--- config.mk ---
export PLATFORM = sky130hd
export DESIGN_NAME = axis_coeff_loader
export DESIGN_NICKNAME = d
export VERILOG_FILES = /design/src/rtl/axis_coeff_loader_pkg.sv /design/src/rtl/axis_beat_hold.sv /design/src/rtl/axis_coeff_loader.sv
export SDC_FILE = /design/constraint.sdc
export NUM_CORES = 1
export LEC_CHECK = 0
export ABC_CLOCK_PERIOD_IN_PS = 4290
export BUFFER_PORTS_ARGS = -buffer_cell sky130_fd_sc_hd__buf_2
export CAP_MARGIN = 20
export CORE_MARGIN = 5
export CORE_UTILIZATION = 40
export CTS_CLUSTER_SIZE = 30
export DETAILED_ROUTE_END_ITERATION = 8
export MAX_ROUTING_LAYER = met4
export PLACE_DENSITY = 0.6
export SETUP_SLACK_MARGIN = 0.2
export SLEW_MARGIN = 20
export SYNTH_ARGS = -nofsm -noshare
export SYNTH_HDL_FRONTEND = slang
export SYNTH_SLANG_ARGS = --single-unit
--- constraint.sdc ---
create_clock -name iSYS_CLK -period 4.29 [get_ports iSYS_CLK]
set_clock_uncertainty 0.2 [all_clocks]
set_input_delay 0.429 -clock iSYS_CLK [delete_from_list [all_inputs] [get_ports iSYS_CLK]]
set_output_delay 0.429 -clock iSYS_CLK [all_outputs]
set_load 0.005 [all_outputs]
--- src/rtl/axis_coeff_loader_pkg.sv ---
// axis_coeff_loader_pkg: shared sizes, keep-nibble helpers and FSM encoding for the coefficient loader
package axis_coeff_loader_pkg;
    localparam int PRM_ADDR       = 12;
    localparam int PRM_COEFFS     = 1 << PRM_ADDR;
    localparam int PRM_DATA_WIDTH = 32;
    localparam int BEAT_W         = 2 * PRM_DATA_WIDTH;
    localparam int KEEP_W         = BEAT_W / 8;
    localparam int NIB_W          = KEEP_W / 2;
    localparam logic [PRM_ADDR:0] MAX_COUNT = (PRM_ADDR + 1)'(PRM_COEFFS);
    localparam logic [NIB_W-1:0]  KEEP_FULL = '1;

    typedef enum logic [1:0] {ST_IDLE, ST_LOAD, ST_DRAIN, ST_DONE} state_t;

    function automatic logic word_ok(input logic [NIB_W-1:0] nib);
        return nib == KEEP_FULL;
    endfunction
endpackage

--- src/rtl/axis_beat_hold.sv ---
// axis_beat_hold: one-beat hold register that hands out the lo word then the hi word of a stream beat
module axis_beat_hold
    import axis_coeff_loader_pkg::*;
(
    input  logic              clk_i,
    input  logic              rst_i,
    input  logic              act_i,
    input  logic              flush_i,
    input  logic              pop_i,
    input  logic              tvalid_i,
    input  logic [BEAT_W-1:0] tdata_i,
    input  logic [KEEP_W-1:0] tkeep_i,
    input  logic              tlast_i,
    output logic              tready_o,
    output logic [BEAT_W-1:0] data_o,
    output logic              lo_o,
    output logic              hi_o,
    output logic              last_o,
    output logic              final_o
);
    logic [BEAT_W-1:0] data_q;
    logic              lo_q, hi_q, last_q;

    assign final_o  = pop_i && !(lo_q && hi_q);
    assign tready_o = act_i && (!(lo_q || hi_q) || final_o);
    assign data_o   = data_q;
    assign lo_o     = lo_q;
    assign hi_o     = hi_q;
    assign last_o   = last_q;

    // Flush wins over a same-cycle handshake: a beat taken while leaving LOAD is discarded.
    always_ff @(posedge clk_i) begin
        if (rst_i) begin
            data_q <= '0;
            lo_q   <= 1'b0;
            hi_q   <= 1'b0;
            last_q <= 1'b0;
        end else if (flush_i) begin
            lo_q   <= 1'b0;
            hi_q   <= 1'b0;
            last_q <= 1'b0;
        end else if (tvalid_i && tready_o) begin
            data_q <= tdata_i;
            lo_q   <= word_ok(tkeep_i[NIB_W-1:0]);
            hi_q   <= word_ok(tkeep_i[KEEP_W-1:NIB_W]);
            last_q <= tlast_i;
        end else if (pop_i) begin
            lo_q <= 1'b0;
            hi_q <= hi_q && lo_q;
        end
    end
endmodule

--- src/rtl/axis_coeff_loader.sv ---
// axis_coeff_loader: turns 64-bit DMA stream beats into 32-bit polynomial RAM writes for one programmed load
module axis_coeff_loader
    import axis_coeff_loader_pkg::*;
(
    input  logic                      iSYS_CLK,
    input  logic                      iSYS_RST,
    input  logic                      iSTART,
    input  logic [PRM_ADDR:0]         iCOEF_NUM,
    input  logic [PRM_ADDR-1:0]       iBASE_ADDR,
    output logic                      oBUSY,
    output logic                      oDONE,
    output logic                      oERR_SHORT,
    output logic                      oERR_LONG,
    input  logic                      iS_AXIS_TVALID,
    output logic                      oS_AXIS_TREADY,
    input  logic [BEAT_W-1:0]         iS_AXIS_TDATA,
    input  logic [KEEP_W-1:0]         iS_AXIS_TKEEP,
    input  logic                      iS_AXIS_TLAST,
    output logic                      oRAM_WE,
    output logic [PRM_ADDR-1:0]       oRAM_ADDR,
    output logic [PRM_DATA_WIDTH-1:0] oRAM_DATA
);
    state_t                state_q, state_d;
    logic [PRM_ADDR:0]     count_q, idx_q, count_d;
    logic [PRM_ADDR-1:0]   base_q;
    logic                  busy_q, done_q, err_short_q, err_long_q;
    logic                  set_short, set_long;
    logic [BEAT_W-1:0]     h_data;
    logic                  h_lo, h_hi, h_last, h_final, tready, hs, wr, last_idx, empty_last;

    axis_beat_hold u_hold (
        .clk_i    (iSYS_CLK),
        .rst_i    (iSYS_RST),
        .act_i    (state_q == ST_LOAD || state_q == ST_DRAIN),
        .flush_i  (state_d != ST_LOAD),
        .pop_i    (wr),
        .tvalid_i (iS_AXIS_TVALID),
        .tdata_i  (iS_AXIS_TDATA),
        .tkeep_i  (iS_AXIS_TKEEP),
        .tlast_i  (iS_AXIS_TLAST),
        .tready_o (tready),
        .data_o   (h_data),
        .lo_o     (h_lo),
        .hi_o     (h_hi),
        .last_o   (h_last),
        .final_o  (h_final)
    );

    assign hs         = iS_AXIS_TVALID && tready;
    assign wr         = state_q == ST_LOAD && (h_lo || h_hi);
    assign last_idx   = wr && (idx_q + (PRM_ADDR + 1)'(1) == count_q);
    assign empty_last = hs && iS_AXIS_TLAST && !word_ok(iS_AXIS_TKEEP[NIB_W-1:0])
                        && !word_ok(iS_AXIS_TKEEP[KEEP_W-1:NIB_W]);
    assign count_d    = (iCOEF_NUM == '0 || iCOEF_NUM > MAX_COUNT) ? MAX_COUNT : iCOEF_NUM;

    assign oBUSY          = busy_q;
    assign oDONE          = done_q;
    assign oERR_SHORT     = err_short_q;
    assign oERR_LONG      = err_long_q;
    assign oS_AXIS_TREADY = tready;
    assign oRAM_WE        = wr;
    assign oRAM_ADDR      = base_q + idx_q[PRM_ADDR-1:0];
    assign oRAM_DATA      = h_lo ? h_data[PRM_DATA_WIDTH-1:0] : h_data[BEAT_W-1:PRM_DATA_WIDTH];

    // A trailing empty TLAST beat taken with the final write means the packet ended exactly on count.
    always_comb begin
        state_d   = state_q;
        set_short = 1'b0;
        set_long  = 1'b0;
        if (state_q == ST_IDLE) begin
            state_d = iSTART ? ST_LOAD : ST_IDLE;
        end else if (state_q == ST_DONE) begin
            state_d = ST_IDLE;
        end else if (state_q == ST_DRAIN) begin
            state_d = (hs && iS_AXIS_TLAST) ? ST_DONE : ST_DRAIN;
        end else if (last_idx) begin
            if (h_final && (h_last || empty_last)) begin
                state_d = ST_DONE;
            end else begin
                set_long = 1'b1;
                state_d  = (h_last || (hs && iS_AXIS_TLAST)) ? ST_DONE : ST_DRAIN;
            end
        end else if (h_last && (h_final || !(h_lo || h_hi))) begin
            set_short = 1'b1;
            state_d   = ST_DONE;
        end
    end

    always_ff @(posedge iSYS_CLK) begin
        if (iSYS_RST) begin
            state_q     <= ST_IDLE;
            count_q     <= '0;
            idx_q       <= '0;
            base_q      <= '0;
            busy_q      <= 1'b0;
            done_q      <= 1'b0;
            err_short_q <= 1'b0;
            err_long_q  <= 1'b0;
        end else begin
            state_q <= state_d;
            busy_q  <= state_d != ST_IDLE;
            done_q  <= state_d == ST_DONE;
            if (state_q == ST_IDLE && iSTART) begin
                count_q     <= count_d;
                base_q      <= iBASE_ADDR;
                idx_q       <= '0;
                err_short_q <= 1'b0;
                err_long_q  <= 1'b0;
            end
            if (wr) idx_q <= idx_q + (PRM_ADDR + 1)'(1);
            if (set_short) err_short_q <= 1'b1;
            if (set_long) err_long_q <= 1'b1;
        end
    end
endmodule

* After elaboration in Yosys (flattened, before gate mapping)
Index checks and enable logic that the tools add are counted.
** Word-level totals
- Latch bits :: 0
- Memories :: 0
- Input port bits :: 102
- Output and inout port bits :: 50
- Bits in writable memories :: 0
- Bits in read-only memories :: 0
- Register bits after elaboration :: 111
** Operators by class
- Equal/unequal tests :: 8
- Multipliers :: 0
- Divide/modulo/power cells :: 0
- Shifts and indexed selects :: 0
- Multiplexer cells :: 30
- Add/subtract/negate cells :: 2
- Bitwise operators :: 1
- Order comparisons :: 1
- Reductions and logical operators :: 31
** Operator list (count)
- 13-bit 2-to-1 mux :: 3
- 32-bit 2-to-1 mux :: 1
- 1-bit 2-to-1 mux :: 21
- 13-bit by 1-bit adder with 13-bit output (second input constant) :: 1
- 13-bit equality test :: 1
- 13-bit > comparator (second input constant) :: 1
- 13-bit logical NOT :: 1
- 12-bit adder :: 1
- 1-bit logical AND :: 12
- 2-bit 2-to-1 mux :: 5
- 2-bit nonzero test :: 5
- 4-bit equality test (second input constant) :: 2
- 2-bit equality test (second input constant) :: 3
- 1-bit logical OR :: 6
- 1-bit logical NOT :: 4
- 2-bit by 1-bit equality test with 1-bit output (second input constant) :: 1
- 2-bit logical NOT :: 1
- 2-bit by 1-bit inequality test with 1-bit output (second input constant) :: 1
- 2-bit AND reduction :: 1
- 2-bit OR reduction :: 1
- 1-bit NOT :: 1

* Longest topological paths before layout
Gate-level depths: netlist of run 1.
- Word-level depth :: 19
- Gate-level depth with buffers :: 12
- Gate-level depth less buffers :: 11

* Cells and area by module
A second synthesis of run 1 with hierarchy kept.
** Second synthesis, totals
- Cell total of the unflattened synthesis :: 698
- Area total of the unflattened synthesis :: 6626.4 µm²
** By module, submodules not included
- axis_beat_hold :: sequential area each 1341.3 µm², times used 1, cells each 299, area each 3398.3 µm²
- axis_coeff_loader :: sequential area each 880.8 µm², times used 1, cells each 399, area each 3228.1 µm²

* Least setup slack after synthesis of run 1
Ideal clock, no wire load.
- Path kind :: register to register
- Start :: register idx_q[0]
- End :: register u_hold.data_q[0], in the netlist u_hold.data_o[0]
- Slack :: 1.366 ns
- Period minus slack after synthesis :: 2.924 ns
- Data arrival time :: 2.652 ns
- Required time :: 4.018 ns
- Cell stages (with the launch flop) :: 12
- Path buffers :: 2
- Path through :: dfxtp_1 -> ha_1 -> nand3_1 -> xnor2_1 -> nor4_1 -> nand4b_1 -> o31a_1 -> o41ai_2 -> and3b_1 -> buf_12 -> buf_12 -> mux2i_1
** On the way
- Cells in the longest elaborated chain, start to end :: 10
** Ends and longest elaborated chain
- start: declaration :: RTL line axis_coeff_loader.sv:24 : logic [PRM_ADDR:0] count_q, idx_q, count_d;
- start signal: assignment :: RTL line axis_coeff_loader.sv:110 : if (wr) idx_q <= idx_q + (PRM_ADDR + 1)'(1);
- 13-bit by 1-bit adder with 13-bit output :: RTL line axis_coeff_loader.sv:51 : assign last_idx = wr && (idx_q + (PRM_ADDR + 1)'(1) == count_q);
- 13-bit equality test :: RTL line axis_coeff_loader.sv:51
- 1-bit logical AND :: RTL line axis_coeff_loader.sv:51
- 2-bit 2-to-1 mux :: RTL line axis_coeff_loader.sv:76 : end else if (last_idx) begin
- 2-bit 2-to-1 mux :: RTL line axis_coeff_loader.sv:74 : end else if (state_q == ST_DRAIN) begin
- 2-bit 2-to-1 mux :: RTL line axis_coeff_loader.sv:72 : end else if (state_q == ST_DONE) begin
- 2-bit 2-to-1 mux :: RTL line axis_coeff_loader.sv:70 : if (state_q == ST_IDLE) begin
- 2-bit by 1-bit inequality test with 1-bit output :: RTL line axis_coeff_loader.sv:35 : .flush_i (state_d != ST_LOAD),
- 1-bit NOT (no line)
- 2-bit AND reduction (no line)
- end signal: assignment :: RTL line axis_beat_hold.sv:43 : data_q <= tdata_i;
- end: declaration :: RTL line axis_beat_hold.sv:21 : logic [BEAT_W-1:0] data_q;
No other way between the ends.
A chain may end at the register's enable or synchronous reset.

* Final worst setup path of run 1
- Start :: register idx_q[0]
- End :: register u_hold.data_q[19], in the netlist u_hold.data_o[19]
Same word-level chain as after synthesis.

==> results of run 1 <==
final timing paths:
check        slack (ns)           from                end
max                0.57       idx_q[0]  u_hold.data_o[19]
min                0.11  iBASE_ADDR[8]          base_q[8]
max reg2reg        0.57       idx_q[0]  u_hold.data_o[19]
min reg2reg        0.26      base_q[2]          base_q[2]
report_power, final:
part	total (mW)	leakage (nW)	internal, mW	switching [mW]
logic	0.242	1.93	0.121	0.121
registers	1.07	0.900	1.06	0.0162
clock network	0.877	0.153	0.466	0.411
critical path: stages, from the launching register on:
cell	delay, ns
sky130_fd_sc_hd__dfxtp_1	0.49
sky130_fd_sc_hd__ha_1	0.33
sky130_fd_sc_hd__and2_1	0.18
sky130_fd_sc_hd__nand4_1	0.20
sky130_fd_sc_hd__and3_1	0.22
sky130_fd_sc_hd__o22ai_1	0.26
sky130_fd_sc_hd__nor3_1	0.16
sky130_fd_sc_hd__o31ai_2	0.47
sky130_fd_sc_hd__and3b_4	0.57
sky130_fd_sc_hd__buf_4	0.34
sky130_fd_sc_hd__mux2i_1	0.22
metrics by stage:
stage	instance area (um2)	util	power (mW)	setup slack, ns
global route	7250	0.480	2.30	0.248
CTS	7230	0.479	2.22	0.572
floorplan	6130	-	1.25	1.37
detailed placement	6920	0.458	1.34	0.583
global placement	6920	0.458	1.33	0.737
finish	7250	0.480	2.19	0.571
routing by layer:
metal / GRT usage / vias up
li1: - / 2595
met1: 0.203 / 2397
met2: 0.282 / 136
met3: 0.0484 / 18
met4: 0.0446 / 0
met5: - / -
kinds of logic after synthesis:
kind of cell	Yosys count
adders and majority gates	17
buffers and inverters	56
xor gates and xnor gates	28
muxes	96
AOI/OAI and AO/OA	85
DFF	111
and+or+nand+nor	295
cell type report:
cell class	count	area share
multi-input combinational	521	0.494
sequential	111	0.307
timing repair buffer	158	0.115
tap	188	0.0325
clock buffer	9	0.0311
clock inverter	7	0.0117
inverter	16	0.00829
cell usage in the layout (no fill, tap or decap), types with 4 or more instances in the layout:
master,Yosys,routed
sky130_fd_sc_hd__nand2_1,63,63
sky130_fd_sc_hd__a22oi_1,6,6
sky130_fd_sc_hd__a21oi_1,39,39
sky130_fd_sc_hd__or3_1,6,6
sky130_fd_sc_hd__ha_1,16,16
sky130_fd_sc_hd__dfxtp_1,111,110
sky130_fd_sc_hd__nand3_1,7,7
sky130_fd_sc_hd__buf_4,0,6
sky130_fd_sc_hd__buf_2,2,150
sky130_fd_sc_hd__nor3_1,15,15
sky130_fd_sc_hd__mux2_2,32,32
sky130_fd_sc_hd__inv_1,15,15
sky130_fd_sc_hd__nand2b_1,130,130
sky130_fd_sc_hd__o21ai_0,14,14
sky130_fd_sc_hd__nand3b_1,6,6
sky130_fd_sc_hd__nand4_1,6,6
sky130_fd_sc_hd__clkbuf_16,0,9
sky130_fd_sc_hd__nor2b_1,4,4
sky130_fd_sc_hd__xnor2_1,22,22
sky130_fd_sc_hd__nor4_1,9,9
sky130_fd_sc_hd__mux2i_1,64,64
sky130_fd_sc_hd__xor2_1,6,6
sky130_fd_sc_hd__a21boi_0,4,4
sky130_fd_sc_hd__nor2_1,39,39
sequential cells by signal, indices dropped and copies added (netlist names):
name           flops
base_q            12
count_q           13
idx_q             13
oBUSY              1
oDONE              1
oERR_LONG          1
oERR_SHORT         1
state_q            2
u_hold.data_o     64
u_hold.hi_o        1
u_hold.last_o      1
u_hold.lo_o        1
==> run summary, run 1 <==
Ranked by instance count, the synthesized netlist is headed by 130 x sky130_fd_sc_hd__nand2b_1, 111 x sky130_fd_sc_hd__dfxtp_1, 64 x sky130_fd_sc_hd__mux2i_1. The CTS clock-pin slew for the worst setup and hold paths came out at around 0.08 ns. The number of cells on the worst reg-to-reg path is 10. The transition at the pin with the smallest max-transition slack came out at slightly below 0.9 ns. The final layout contains roughly 940 nets. The flip-flop and latch count after synthesis came out at roughly 110. The worst hold path belongs to the class in -> reg. The power density over cell area came out at around 300 mW/mm2. The count of final max-slew check failures is 0. The number of nets produced by synthesis came out at around 800.

The top cell type by total area after synthesis is sky130_fd_sc_hd__dfxtp_1. The topmost layer with routed signal wires is met4. At the worst endpoint, the required time is between 4 and 5 ns. Counting flops with a built-in enable in the synthesized netlist gives 0.

The global-route wire length before repair came out at 24500 um. The clock tree buffer depth came out at 2. The instance count of the mapped netlist is ~690. Clock tree synthesis inserted a total of 9 buffers. The area share of the largest cell type after synthesis is 0.363. Ranked by total cell area, the synthesized netlist is headed by sky130_fd_sc_hd__dfxtp_1 36%, sky130_fd_sc_hd__nand2b_1 13%, sky130_fd_sc_hd__mux2i_1 10%, sky130_fd_sc_hd__mux2_2 5.9%, sky130_fd_sc_hd__nand2_1 3.9%. The worst setup path is launched from a flip-flop. The number of vias per cell came out at between 5 and 6. The run finished with clean final reports. The detailed router's first-iteration violation count is between 150 and 200.

The number of global-route vias before repair came to 5128. Counting the fill cells in the layout gives between 1000 and 1500. The count of buffers inserted at the top-level ports is 151. The synthesized-area fraction occupied by ao, oa, aoi and oai cells was 0.0868. In the routed design, unresolved DRC markers number 0. Across every metal layer, demand over resource in global routing totals 0.170. The most common cell in the synthesized netlist is sky130_fd_sc_hd__nand2b_1.

The total area of multi-input combinational cells is 0.00358 mm2. The worst hold slack came out at 0.113 ns. The count of final setup violators came out at 0. The y dimension of the die is approximately 130 um.

The average cell area after synthesis is between 8 and 9 um2. The root buffer cell is sky130_fd_sc_hd__clkbuf_16. The total negative slack for setup checks came out at 0 ns. Once detail routing completed, the nets flagged for antenna violations numbered 0. The maximum level of the CTS H-tree came out at 3. The core area came out at approximately 0.015 mm2. The number of hold buffers added after CTS is 0.

The congestion estimate from routability-driven global placement came to 0.883. The maximum number of pins on one net before global-route repair came out at about 150. The number of distinct standard cells referenced by the synthesized netlist is 50. The worst setup path is of the reg -> reg kind. The setup fix buffers added after clock tree synthesis is 0. The area share of and/or/nand/nor cells after synthesis is 0.258. The top-level I/O count is 152. Of the total synthesized cell area, the portion taken by XOR and XNOR cells is 0.0400.

Of the available clock period, the critical path in the final layout requires 0.867. The number of placed instances, taps included came out at about 1000. The maximum fanout encountered on the critical timing path came out at 21. The total inserted antenna cells is 0. The worst path arrival time is about 3.8 ns. The routed length on met2 came out at around 7100 um. The tightest slew margin relative to the limit is 0.420. Counting every sink on the clock net gives 111.

The post-synth design cell area came out at between 0.006 and 0.007 mm2. The detailed-route wire length on metal 1 came out at 6600 um. The count of placed standard cells in the final layout, fillers left out is 1010. Summed over all nets, wire length on met3 after detailed routing comes to 867 um. The proportion of synthesized chip area in sequential cells is 0.363. After global routing the overflow that remains totals 0.

The post-detailed-routing wire length is approximately 15000 um. Dividing the detail-routed wire length by the instance count gives between 10 and 15 um. The most used flip-flop cell after synthesis is sky130_fd_sc_hd__dfxtp_1. From left edge to right edge, the die measures between 100 and 150 um. The clock tree from TritonCTS is yes. The post-synthesis async set-or-reset flop share came out at 0.

By area, the combinational part of the netlist is dominated by simple AND/OR/NAND/NOR gates. Setup repair after global routing left no endpoint under its margin. The layout overhead on the synthesized area came out at 18.3%. The number of gates resized after CTS was 0. Across the VDD grid, the largest voltage drop is between 0.2 and 0.25 mV. The initial antenna violation count is 0. The static leakage came out at slightly below 3 nW. The routed layout has approximately 5000 vias. The share of final-layout standard cells stronger than drive strength 1 is 0.258. The element type at the critical path end is a flip-flop. The first-pass iteration count of the detailed router came out at 4. The post-synthesis share of cell area spent on full adders, half adders and majority gates is 0.0359. The cell depth of the worst hold path came out at 3. The later pin in the worst-skew pair is clocked with a latency of around 0.35 ns.

The full die area is about 0.018 mm2. After floorplanning, the core was divided into 45 placement rows. The Yosys warning count is 0. Max-cap violations in this run came to 0. The routed design could run at a clock period as short as about 3.7 ns. The area used by sequential logic in the layout is ~0.0022 mm2. The hold violation total from the final report came to 0. The effective utilization at floorplan is 0.406.

The HPWL after detailed placement came out at between 10000 and 15000 um. The multiplexer share of the synthesized area came out at 0.163. For this run, the top clock speed supported by timing is between 200 and 300 MHz.
Note: power is estimated with default switching activity, not from simulation.
==> run 2: changes to the inputs <==
Settings changed: RECOVER_POWER set to 100.
==> run 2 against run 1 <==
Setup slack got worse by 0.016 ns. Final area fell by 0.62%. Sequential power barely moved. Global-route usage did not move. Core utilization fell by 0.30 points. Largest cell class unchanged. Wire length barely moved. Combinational power barely moved. Sequential cell count did not move. Clock power barely moved. Non-clock buffer count did not move. Register-to-register slack got worse by 0.02 ns. Hold slack got worse by 0.00054 ns.
==> run summary, run 2 (synthesized netlist as in run 1, its figures left out) <==
After detailed routing, the average wire length per cell comes to ~15 um. After detailed placement, the total cell area comes to around 0.007 mm2. Of all nets on the critical path, the largest fanout is 21. The finished cells cover 0.00720 mm2. Entering global routing, the biggest net connects between 100 and 150 pins. The first-pass iteration count of the detailed router is 4.

Relative to the synthesized area, the layout overhead comes to 17.5%. The count of final max-slew check failures is 0. The total inserted antenna cells is 0. The initial antenna violation count came out at 0. The startpoint kind of the worst setup timing path is a flip-flop. The period utilization is 0.871. The analysis attributes to cell leakage a power of ~2.9 nW.

The power consumption came out at around 2.2 mW. The cell depth of the worst hold path came out at 3. The clock period minus final worst setup slack is about 3.7 ns. The share of final-layout standard cells stronger than drive strength 1 is 0.215.

For the pin with the worst max-slew slack, the measured transition is around 1.5 ns. The maximum level of the CTS H-tree came out at 3. The count of max-cap constraint violations is 0. The HPWL after detailed placement came out at about 11000 um. At the worst endpoint, the required time is ~4.4 ns. The utilization of the core after routing is 0.477. The clock tree buffer depth came out at 2.

The number of hold buffers added after CTS is 0. The congestion estimate from routability-driven global placement came to between 0.8 and 0.9. The overall die width came out at 134 um.

The count of buffers inserted at the top-level ports is between 150 and 200. The count of unresolved DRC violations after routing came out at 0. The element type at the critical path end is a flip-flop. The worst hold path begins at iBASE_ADDR[8]. Setup repair after global routing left no endpoint under its margin.

The number of flip-flops in the largest register came out at 64. The count of final setup violators came out at 0. The die is between 100 and 150 um tall.

The worst register-to-register path ends at u_hold.data_o[21]. The tree is rooted in a sky130_fd_sc_hd__clkbuf_16. The core area is between 0.015 and 0.02 mm2. Global routing finished with a remaining overflow of 0.

The number of vias per cell came out at 5.11. The peak supply drop came out at approximately 0.23 mV. The tightest slew margin relative to the limit is 0.0314. The number of gates resized after CTS is 0. The number of core rows came out at 45. The CTS clock-pin slew for the worst setup and hold paths came out at 0.08 ns. The number of global-route vias before repair is 5128. The number of nets in the layout is about 940. The global-route wire length before repair came out at 24500 um.

The total routing resource utilization after global routing came out at 0.170. The highest achievable clock rate is approximately 270 MHz. Counting cells, the worst reg-to-reg path comes to 10. The setup check on the worst reg-to-reg path leaves a slack of 0.56 ns. The effective utilization at floorplan is 0.406. The worst hold path terminates at base_q[8]. Dividing total power by cell area gives a power density of between 300 and 400 mW/mm2. The min-delay analysis places its worst path in the category in -> reg.

The clock reaches the later pin of the worst-skew pair after between 0.3 and 0.4 ns. The total via count after detailed routing came out at 5164. Final hold analysis gives a worst-case slack of roughly 0.11 ns. TritonCTS built the clock tree. The total number of clock tree sinks came out at 111.

The number of routed nets with antenna violations came out at 0. The total clock buffers created by CTS is 9. Setup total negative slack on the finished layout was measured at 0 ns. The launch instance of the worst register-to-register path is idx_q[0]. The run finished with clean final reports. The post-detailed-routing wire length is between 10000 and 15000 um. The detailed router's first-iteration violation count came out at 230. Leaving out fill and tap cells, the most frequent cell in the layout is sky130_fd_sc_hd__nand2b_1.

In this run the count of I/O pins placed on the die edge is 152. The setup fix buffers added after clock tree synthesis came out at 0. The library cells used most frequently in the layout, excluding fill and tap cells, are 130 x sky130_fd_sc_hd__nand2b_1, 120 x sky130_fd_sc_hd__buf_2, 111 x sky130_fd_sc_hd__dfxtp_1. The hold violation total from the final report came out at 0. The critical path is of the reg -> reg type.

The die covers 0.0179 mm2. The filler cell count in the final layout is 1492. The worst path arrival time is around 3.8 ns.
run 2: cell types whose count changed in the layout (fill, tap and decap cells not counted), sizes merged:
cell	change
clkbuf	+32
buf	-32
run 2: worst max-delay path by stage:
stage              from                 to  cells past startpoint
2_1_floorplan  idx_q[0]   u_hold.data_o[0]                     11
3_3_place_gp   idx_q[0]  u_hold.data_o[18]                     10
3_5_place_dp   idx_q[0]  u_hold.data_o[21]                     10
4_1_cts        idx_q[0]  u_hold.data_o[21]                     10
5_1_grt        idx_q[0]  u_hold.data_o[51]                     10
6_report       idx_q[0]  u_hold.data_o[21]                     10
run 2: layout make-up:
class	count	area, um2	area share
Clock buffer	9	225	0.0313
Multi-Input combinational cell	521	3580	0.497
Tap cell	188	235	0.0327
Inverter	16	60.1	0.00834
Sequential cell	111	2220	0.308
Clock inverter	7	85.1	0.0118
Timing Repair Buffer	158	792	0.110
run 2: power by group:
group	switching (mW)	internal, mW	total, mW
clock	0.412	0.466	0.878
sequential	0.0162	1.06	1.07
combinational	0.121	0.118	0.240
run 2: critical path: stages, from the launching register on:
cell and delay, ns:
sky130_fd_sc_hd__dfxtp_1 0.49, sky130_fd_sc_hd__ha_1 0.33, sky130_fd_sc_hd__and2_0 0.20, sky130_fd_sc_hd__nand4_1 0.20, sky130_fd_sc_hd__and3_1 0.22, sky130_fd_sc_hd__o22ai_1 0.26
sky130_fd_sc_hd__nor3_1 0.16, sky130_fd_sc_hd__o31ai_2 0.47, sky130_fd_sc_hd__and3b_4 0.57, sky130_fd_sc_hd__buf_4 0.34, sky130_fd_sc_hd__mux2i_1 0.22
run 2: per-stage QoR:
stage,worst slack (ns),std cells
2_1_floorplan,1.37,688
6_report,0.555,1010
4_1_cts,0.572,1009
3_3_place_gp,0.737,993
3_5_place_dp,0.583,993
5_1_grt,0.222,1010
run 2: metal layers:
metal,vias up,wire [um],GRT usage,share of wire
met3,18,897,0.0484,0.060
li1,2595,-,-,-
met1,2407,6650,0.203,0.45
met2,144,7040,0.282,0.47
met4,0,242,0.0446,0.016
met5,-,0,-,0
